## src/rtl/mips_pkg.sv

```systemverilog
// Shared definitions for the MIPS pipeline front end: next-PC select codes,
// reset/NOP defaults and the instruction-fetch state encoding.
package mips_pkg;

  localparam logic [1:0] ADDRSEL_PC4    = 2'b00;
  localparam logic [1:0] ADDRSEL_JUMP   = 2'b01;
  localparam logic [1:0] ADDRSEL_BRANCH = 2'b10;
  localparam logic [1:0] ADDRSEL_JR     = 2'b11;

  localparam logic [31:0] NOP_INSTR_DEFAULT = 32'h0000_0000;
  localparam logic [31:0] RESET_PC_DEFAULT  = 32'h0000_0000;

  typedef enum logic {
    FETCH = 1'b0,
    DRAIN = 1'b1
  } fetch_state_e;

  function automatic logic [31:0] pc_plus4(input logic [31:0] pc);
    return pc + 32'd4;
  endfunction

endpackage

```

## src/rtl/if_id_reg.sv

```systemverilog
// Pipeline register holding {instruction, PC+4, valid}; supports load, hold,
// and a bubble load that inserts the NOP encoding with valid cleared.
module if_id_reg
  import mips_pkg::*;
#(
  parameter logic [31:0] NOP_INSTR = NOP_INSTR_DEFAULT
) (
  input  logic        Clk,
  input  logic        Rst,
  input  logic        load,
  input  logic        bubble,
  input  logic [31:0] instr_in,
  input  logic [31:0] pc4_in,
  output logic [31:0] instr_out,
  output logic [31:0] pc4_out,
  output logic        valid_out
);

  logic [31:0] instr_q, instr_d;
  logic [31:0] pc4_q, pc4_d;
  logic        valid_q, valid_d;

  always_comb begin
    instr_d = instr_q;
    pc4_d   = pc4_q;
    valid_d = valid_q;
    if (load) begin
      pc4_d = pc4_in;
      if (bubble) begin
        instr_d = NOP_INSTR;
        valid_d = 1'b0;
      end else begin
        instr_d = instr_in;
        valid_d = 1'b1;
      end
    end
  end

  always_ff @(posedge Clk) begin
    if (Rst) begin
      instr_q <= NOP_INSTR;
      pc4_q   <= 32'h0000_0000;
      valid_q <= 1'b0;
    end else begin
      instr_q <= instr_d;
      pc4_q   <= pc4_d;
      valid_q <= valid_d;
    end
  end

  assign instr_out = instr_q;
  assign pc4_out   = pc4_q;
  assign valid_out = valid_q;

endmodule

```

## src/rtl/if_fetch_stage.sv

```systemverilog
// Instruction-fetch stage: PC register, next-PC select, single-outstanding
// imem handshake with a one-word skid buffer, and the IF/ID register.
module if_fetch_stage
  import mips_pkg::*;
#(
  parameter logic [31:0] RESET_PC  = RESET_PC_DEFAULT,
  parameter logic [31:0] NOP_INSTR = NOP_INSTR_DEFAULT
) (
  input  logic        Clk,
  input  logic        Rst,
  input  logic        IF_write,
  input  logic        PC_write,
  input  logic        bubble,
  input  logic [1:0]  addrSel,
  input  logic [31:0] JumpTarget,
  input  logic [31:0] BranchTarget,
  input  logic [31:0] JrTarget,
  output logic        imem_req,
  output logic [31:0] imem_addr,
  input  logic        imem_ack,
  input  logic [31:0] imem_rdata,
  output logic [31:0] ID_instr,
  output logic [31:0] ID_pc4,
  output logic        ID_valid,
  output logic [31:0] PC
);

  fetch_state_e state_q, state_d;
  logic [31:0]  pc_q, pc_d;
  logic         held_valid_q, held_valid_d;
  logic [31:0]  held_instr_q, held_instr_d;
  logic [31:0]  drain_addr_q, drain_addr_d;
  logic         post_rst_q, post_rst_d;

  logic         redirect;
  logic [31:0]  target;
  logic         ack_eff;
  logic         have;
  logic [31:0]  word;
  logic         ifid_load;
  logic         ifid_bubble;

  always_comb begin
    redirect = PC_write && (addrSel != ADDRSEL_PC4);
    case (addrSel)
      ADDRSEL_JUMP:   target = JumpTarget;
      ADDRSEL_BRANCH: target = BranchTarget;
      ADDRSEL_JR:     target = JrTarget;
      default:        target = pc_plus4(pc_q);
    endcase

    // The cycle right after reset never requests, so a late ack from a
    // dropped pre-reset request cannot be mistaken for fresh data.
    if (state_q == DRAIN) begin
      imem_req  = 1'b1;
      imem_addr = drain_addr_q;
    end else begin
      imem_req  = !held_valid_q && !post_rst_q;
      imem_addr = pc_q;
    end

    ack_eff = imem_ack && imem_req;
    have    = (state_q == FETCH) && (held_valid_q || ack_eff);
    word    = held_valid_q ? held_instr_q : imem_rdata;
  end

  always_comb begin
    state_d      = state_q;
    pc_d         = pc_q;
    held_valid_d = held_valid_q;
    held_instr_d = held_instr_q;
    drain_addr_d = drain_addr_q;
    post_rst_d   = 1'b0;
    ifid_load    = 1'b0;
    ifid_bubble  = 1'b0;

    if (state_q == FETCH) begin
      if (redirect) begin
        pc_d         = target;
        held_valid_d = 1'b0;
        if (imem_req && !ack_eff) begin
          state_d      = DRAIN;
          drain_addr_d = pc_q;
        end
        ifid_load   = IF_write;
        ifid_bubble = 1'b1;
      end else if (have && IF_write) begin
        ifid_load   = 1'b1;
        ifid_bubble = bubble;
        if (PC_write) begin
          pc_d         = pc_plus4(pc_q);
          held_valid_d = 1'b0;
        end else if (ack_eff) begin
          held_valid_d = 1'b1;
          held_instr_d = imem_rdata;
        end
      end else if (!have) begin
        ifid_load   = IF_write;
        ifid_bubble = 1'b1;
      end else if (ack_eff) begin
        // Decode is stalled: park the returned word until IF/ID can take it.
        held_valid_d = 1'b1;
        held_instr_d = imem_rdata;
      end
    end else begin
      if (redirect) begin
        pc_d = target;
      end else begin
        ifid_load   = IF_write;
        ifid_bubble = 1'b1;
      end
      if (ack_eff) begin
        state_d = FETCH;
      end
    end
  end

  always_ff @(posedge Clk) begin
    if (Rst) begin
      state_q      <= FETCH;
      pc_q         <= RESET_PC;
      held_valid_q <= 1'b0;
      held_instr_q <= NOP_INSTR;
      drain_addr_q <= RESET_PC;
      post_rst_q   <= 1'b1;
    end else begin
      state_q      <= state_d;
      pc_q         <= pc_d;
      held_valid_q <= held_valid_d;
      held_instr_q <= held_instr_d;
      drain_addr_q <= drain_addr_d;
      post_rst_q   <= post_rst_d;
    end
  end

  if_id_reg #(
    .NOP_INSTR (NOP_INSTR)
  ) u_if_id_reg (
    .Clk       (Clk),
    .Rst       (Rst),
    .load      (ifid_load),
    .bubble    (ifid_bubble),
    .instr_in  (word),
    .pc4_in    (pc_plus4(pc_q)),
    .instr_out (ID_instr),
    .pc4_out   (ID_pc4),
    .valid_out (ID_valid)
  );

  assign PC = pc_q;

  // IF_write without PC_write re-presents the same instruction next cycle.
  ap_if_write_without_pc_write : assert property (
    @(posedge Clk) disable iff (Rst)
      !(IF_write && !PC_write && (addrSel == ADDRSEL_PC4)));

  ap_ack_without_req : assert property (
    @(posedge Clk) disable iff (Rst || post_rst_q)
      !(imem_ack && !imem_req));

endmodule

```

## config.mk

```make
export PLATFORM = sky130hd
export DESIGN_NAME = if_fetch_stage
export DESIGN_NICKNAME = d
export VERILOG_FILES = /design/src/rtl/mips_pkg.sv /design/src/rtl/if_id_reg.sv /design/src/rtl/if_fetch_stage.sv
export SDC_FILE = /design/constraint.sdc
export NUM_CORES = 1
export LEC_CHECK = 0
export CAP_MARGIN = 15
export CELL_PAD_IN_SITES_DETAIL_PLACEMENT = 0
export CELL_PAD_IN_SITES_GLOBAL_PLACEMENT = 1
export CORE_MARGIN = 4
export CORE_UTILIZATION = 34
export CTS_CLUSTER_DIAMETER = 30
export DETAILED_ROUTE_END_ITERATION = 12
export PLACE_DENSITY_LB_ADDON = 0.12
export SLEW_MARGIN = 5
export SYNTH_ARGS = -nofsm -noshare
export SYNTH_HDL_FRONTEND = slang
export SYNTH_SLANG_ARGS = --single-unit
```

## constraint.sdc

```tcl
create_clock -name Clk -period 2.3 [get_ports Clk]
set_clock_uncertainty 0.2 [all_clocks]
set_input_delay 0.23 -clock Clk [delete_from_list [all_inputs] [get_ports Clk]]
set_output_delay 0.23 -clock Clk [all_outputs]
set_load 0.01 [all_outputs]
```

## After elaboration in Yosys (flattened, before gate mapping)

Index checks and enable logic that the tools add are counted.

| operators by class | value |
|---|---|
| $add $sub $neg | 1 |
| eq/ne operators | 5 |
| multiplexer cells | 35 |
| bitwise logic cells | 2 |
| reduce and logical (&&, ||, !) cells | 19 |

Operator list:

| operator | count |
|---|---|
| $mux W32 | 12 |
| $pmux W32 S3 | 1 |
| $add A32 B3 Y32 const B | 1 |
| $mux W1 | 22 |
| $reduce_bool A2 Y1 | 4 |
| $logic_and A1 B1 Y1 | 6 |
| $reduce_and A3 Y1 | 2 |
| $eq A2 B2 Y1 const B | 2 |
| $reduce_and A4 Y1 | 1 |
| $logic_not A1 Y1 | 3 |
| $reduce_bool A3 Y1 | 1 |
| $eq A2 B1 Y1 const B | 1 |
| $ne A2 B1 Y1 const B | 1 |
| $ne A2 B2 Y1 const B | 1 |
| $not A1 Y1 | 2 |
| $reduce_and A2 Y1 | 1 |
| $logic_or A1 B1 Y1 | 1 |

| word-level totals | value |
|---|---|
| bits in registers | 164 |
| bits of input ports | 136 |
| output and inout bits | 130 |

## Depth between registers and ports, before layout

| logic depth | value |
|---|---|
| depth after elaboration | 11 |
| depth in mapped cells | 8 |

## Modules after synthesis

A second synthesis with hierarchy kept.

| second synthesis, totals | value |
|---|---|
| cell total of the unflattened synthesis | 1034 |
| area, all modules | 8669.6 µm² |

Modules (own cells, without submodules):

| module | times used | cells an instance | area each (µm²) | sequential area each (µm²) |
|---|---|---|---|---|
| if_fetch_stage | 1 | 786 | 6193.4 | 1981.9 |
| if_id_reg | 1 | 248 | 2476.1 | 1301.2 |

## Worst setup path after synthesis

OpenSTA, ideal clock, no wires.

| path | value |
|---|---|
| path kind | flip-flop to flip-flop |
| start | reg pc_q[2] (netlist: PC[2]) |
| end | reg pc_q[30] (netlist: PC[30]) |
| arrival time | 1762 ps |
| path slack | 268 ps |
| cell stages (with the launch flop) | 7 |
| clock period less this slack | 2032 ps |
| path through | dfxtp_1 -> ha_1 -> nand3_1 -> nor3_4 -> nand3_2 -> mux2_1 -> a21oi_1 |

| between the ends | value |
|---|---|
| word-level cells in the longest chain between the ends | 5 |
| elaborated cells on any way between the ends | 7 |

Ends and longest elaborated chain:

| element | RTL line | RTL |
|---|---|---|
| start: declaration | if_fetch_stage.sv:29 | `logic [31:0] pc_q, pc_d;` |
| start signal: assignment | if_fetch_stage.sv:128 | `pc_q <= pc_d;` |
| $add A32 B3 Y32 * | mips_pkg.sv:19 | `return pc + 32'd4;` |
| $mux W32 | if_fetch_stage.sv:90 | `if (PC_write) begin` |
| $mux W32 | if_fetch_stage.sv:87 | `end else if (have && IF_write) begin` |
| $mux W32 | if_fetch_stage.sv:78 | `if (redirect) begin` |
| $mux W32 * | if_fetch_stage.sv:77 | `if (state_q == FETCH) begin` |

Every way passes the cells marked *; elsewhere a longest branch is shown, timed or not. The select of a mux whose other input is x is not followed.
A chain may end at the register's enable or synchronous reset.

## Final worst setup path

| path | value |
|---|---|
| start | reg state_q |
| end | out imem_addr[22] |

| between the ends | value |
|---|---|
| word-level cells in the longest chain between the ends | 1 |

Ends and longest elaborated chain:

| element | RTL line | RTL |
|---|---|---|
| start: declaration | if_fetch_stage.sv:28 | `fetch_state_e state_q, state_d;` |
| start signal: assignment | if_fetch_stage.sv:127 | `state_q <= state_d;` |
| $mux W32 | if_fetch_stage.sv:54 | `if (state_q == DRAIN) begin` |
| end: declaration | if_fetch_stage.sv:19 | `output logic [31:0] imem_addr,` |

No other way between the ends.

==> flow_summary.json <==
{
  "status": "finished, final reports clean",
  "rsz0062_at_grt": "false",
  "yosys.area.top_type_share_pct": 39.9,
  "synth_cell_type_count": 62,
  "max_slew.worst_pin.slew_ns": 0.548,
  "dp_slack_ns": 0.00583,
  "cp-end-kind": "primary output",
  "worstPathRequired_ns": 1.87,
  "synth_edf_count": 0,
  "whs_ns": 0.0503,
  "synth.avg_cell_area_um2": 8.18,
  "critical_path.top_delay_family": "buffers and inverters",
  "yosysMostFrequentCell": "nand2_1",
  "yosysSeqAreaShare_pct": 39.9,
  "routabilityCongestion": 0.821,
  "first_global_vias": 7933,
  "rr_worst_depth": 5,
  "yosys-top-cells-count": "166 x nand2_1, 164 x dfxtp_1, 121 x a21oi_1",
  "synthFlopType": "dfxtp_1",
  "netlist_instances": 1006,
  "cts_tree": "built",
  "synth.largest_area_cell": "dfxtp_1",
  "period_minus_slack_ns": 2.24,
  "hold_buffers": 0,
  "die_h_um": 164,
  "synthMuxAreaShare_pct": 12.2,
  "slew_violations": 0,
  "clk_pin_slew_ns": 0.07,
  "maxCapViolations": 0,
  "root_buffer": "clkbuf_16",
  "wl_per_cell_um": 18.3,
  "portBuffers": 265,
  "dieArea_um2": 26700,
  "nNetsFinal": 1420,
  "crit_chain": "buf_12, mux2_2, clkdlybuf4s50_1",
  "syn-num-nets": 1143,
  "crit_arrival_ns": 1.81,
  "crit_type": "register to primary output",
  "hold_path_class": "input port to register",
  "postLayoutCoreUtil_pct": 52.4,
  "p_total_mw": 7.45,
  "cts_inserted_buffers": 17,
  "synth_top_family_by_area": "compound AO/OA/AOI/OAI gates",
  "synth_warnings": 0,
  "synth_xor_area_share_pct": 2.77,
  "fill_cells": 2277,
  "syn_area_um2": 8230,
  "grt_max_degree": 111,
  "synth_compound_area_share_pct": 20.9,
  "r2r_end": "u_if_id_reg.pc4_out[31]",
  "power.density_nw_per_um2": 602,
  "relSlewSlack_pct": 63.5,
  "final.setup.worst_slack_ns": 0.0586,
  "fmax_ghz": 0.446,
  "grt_first_pass_wirelength_um": 45500,
  "drcViolationCount": 0,
  "p_leak_nw": 4.74,
  "grt-ovfl-total": 0,
  "endpoint": "imem_addr[22]",
  "synth-simple-area-share_pct": 18.1,
  "die_w_um": 164,
  "async_reset_ff_share_pct": 0,
  "io_pins": 266,
  "ant_nets": 0,
  "crit_cells": 3,
  "hold_viol_final": 0,
  "path_buf_inv": 2,
  "cts_max_path_buffers": 2,
  "antenna_found_initial": 3,
  "num_rows": 56,
  "slowest_delay_ns": 0.48,
  "cpMaxStageDelayCell": "clkdlybuf4s50_1",
  "crit_path_start": "state_q",
  "regToRegSetupSlack_ns": 0.16,
  "drive_above_1_share_pct": 16.2,
  "drt_iter0_drc": 511,
  "track_usage_pct": 21.5,
  "period_share_pct": 97.5,
  "vias": 8217,
  "drt_pass1_iterations": 5,
  "setup-violations-final": 0,
  "vias_per_cell": 5.08,
  "critPathLaunchType": "register",
  "ys_ff_latch": 164,
  "syn2layout_area_growth_pct": 50.4,
  "cts_sinks": 164,
  "start_util_pct": 34.8,
  "irDropWorstVdd_mv": 0.514,
  "routed_wl_um": 29600,
  "h-tree-depth": 4,
  "core_area_um2": 23600,
  "synth_area_leaders": "dfxtp_1 40%, mux2_2 9.2%, nand2_1 7.6%",
  "path_max_fanout": 14,
  "insertion_delay_ns": 0.43,
  "r2r_start": "PC[12]",
  "synth_fa_ha_area_share_pct": 0.152,
  "dp_hpwl_um": 21200
}
==> how the worst min path moves through the flow <==
stage	startpoint	end	slack (ns)	cells past startpoint
2_1_floorplan	Rst	post_rst_q	0.06	0
3_3_place_gp	drain_addr_q[5]	drain_addr_q[5]	0.24	2
3_5_place_dp	drain_addr_q[10]	drain_addr_q[10]	0.24	2
4_1_cts	Rst	PC[27]	0.03	2
5_1_grt	Rst	drain_addr_q[13]	0.05	2
6_report	Rst	drain_addr_q[20]	0.05	2
==> routing by layer <==
metal,vias up,share of wire [%],GRT usage (%)
met4,2,0.78,4.84
met3,18,6.9,4.90
met1,3838,45,28.5
li1,4110,-,-
met5,-,0.027,0
met2,249,48,35.8
==> worst reg2reg max path: stages, from the launching register on <==
cell	delay [ns]
dfxtp_1	0.47
nand4_4	0.26
nor4_4	0.43
nand4_1	0.24
xor2_1	0.22
a211oi_1	0.24
==> repair_timing <==
| item | CTS | global route |
|---|---|---|
| pin swaps | 0 | 1 |
| buffers inserted | 2 | 5 |
| gates cloned | 1 | 0 |
| hold endpoints to repair | 0 | 0 |
| setup endpoints to repair | 23 | 23 |
| resized for setup | 20 | 16 |
==> metrics by stage <==
stage / TNS (ns) / instances / area, um2
floorplan: 0 / 1006 / 8230
finish: 0 / 1616 / 12400
CTS: -0.00187 / 1609 / 12300
global placement: 0 / 1575 / 11600
global route: 0 / 1616 / 12400
detailed placement: 0 / 1575 / 11600
==> kinds of logic (layout without fill, tap and decap cells) <==
| family | count (synthesis) | in the layout |
|---|---|---|
| other | 0 | 2 |
| AO/OA/AOI/OAI | 286 | 286 |
| multiplexers | 92 | 92 |
| adder cells (fa/ha/maj) | 1 | 1 |
| buffers and inverters | 108 | 397 |
| AND/OR/NAND/NOR | 329 | 329 |
| flip-flops | 164 | 164 |
| XOR/XNOR | 26 | 26 |
==> cell usage in the layout, fill, tap and decap left out, drive strengths merged, types with 2 or more instances in the layout <==
cell type	n
dfxtp	164
nand2b	2
or3	4
nand4	11
or2	3
and4	2
nor4	7
o221ai	2
and2	6
nor3	14
mux2i	24
nand3	19
dlymetal6s2s	13
xnor2	13
inv	20
o32ai	8
and3	5
or4	2
o211ai	5
clkinv	3
a32oi	3
nand2	166
diode	2
o21a	3
buf	90
a31oi	8
dlygate4sd2	16
o21ai	57
xor2	13
a22o	2
bufinv	2
a21oi	121
a211oi	21
o22ai	5
mux2	68
clkdlybuf4s50	233
a22oi	42
clkbuf	18
nor2	85
==> layout make-up <==
cell class	instances	area, um2	area share, %
Sequential cell	164	3290	26.6
Clock buffer	18	439	3.55
Inverter	13	48.8	0.394
Multi-Input combinational cell	734	4500	36.4
Antenna cell	2	5.00	0.0404
Tap cell	319	399	3.23
Clock inverter	13	163	1.31
Timing Repair Buffer	353	3530	28.5
==> registers in the layout, summed over array words and instances, names as in the netlist <==
signal and flops:
PC 32, drain_addr_q 32, held_instr_q 32, held_valid_q 1, post_rst_q 1, state_q 1
u_if_id_reg.instr_out 32, u_if_id_reg.pc4_out 32, u_if_id_reg.valid_out 1
==> where the power goes <==
part | internal (mW) | switching [mW]
logic | 0.761 | 0.688
registers | 2.96 | 0.0812
clock network | 1.67 | 1.30
total | 5.38 | 2.07
No activity file was read; power rests on OpenSTA's default activity.
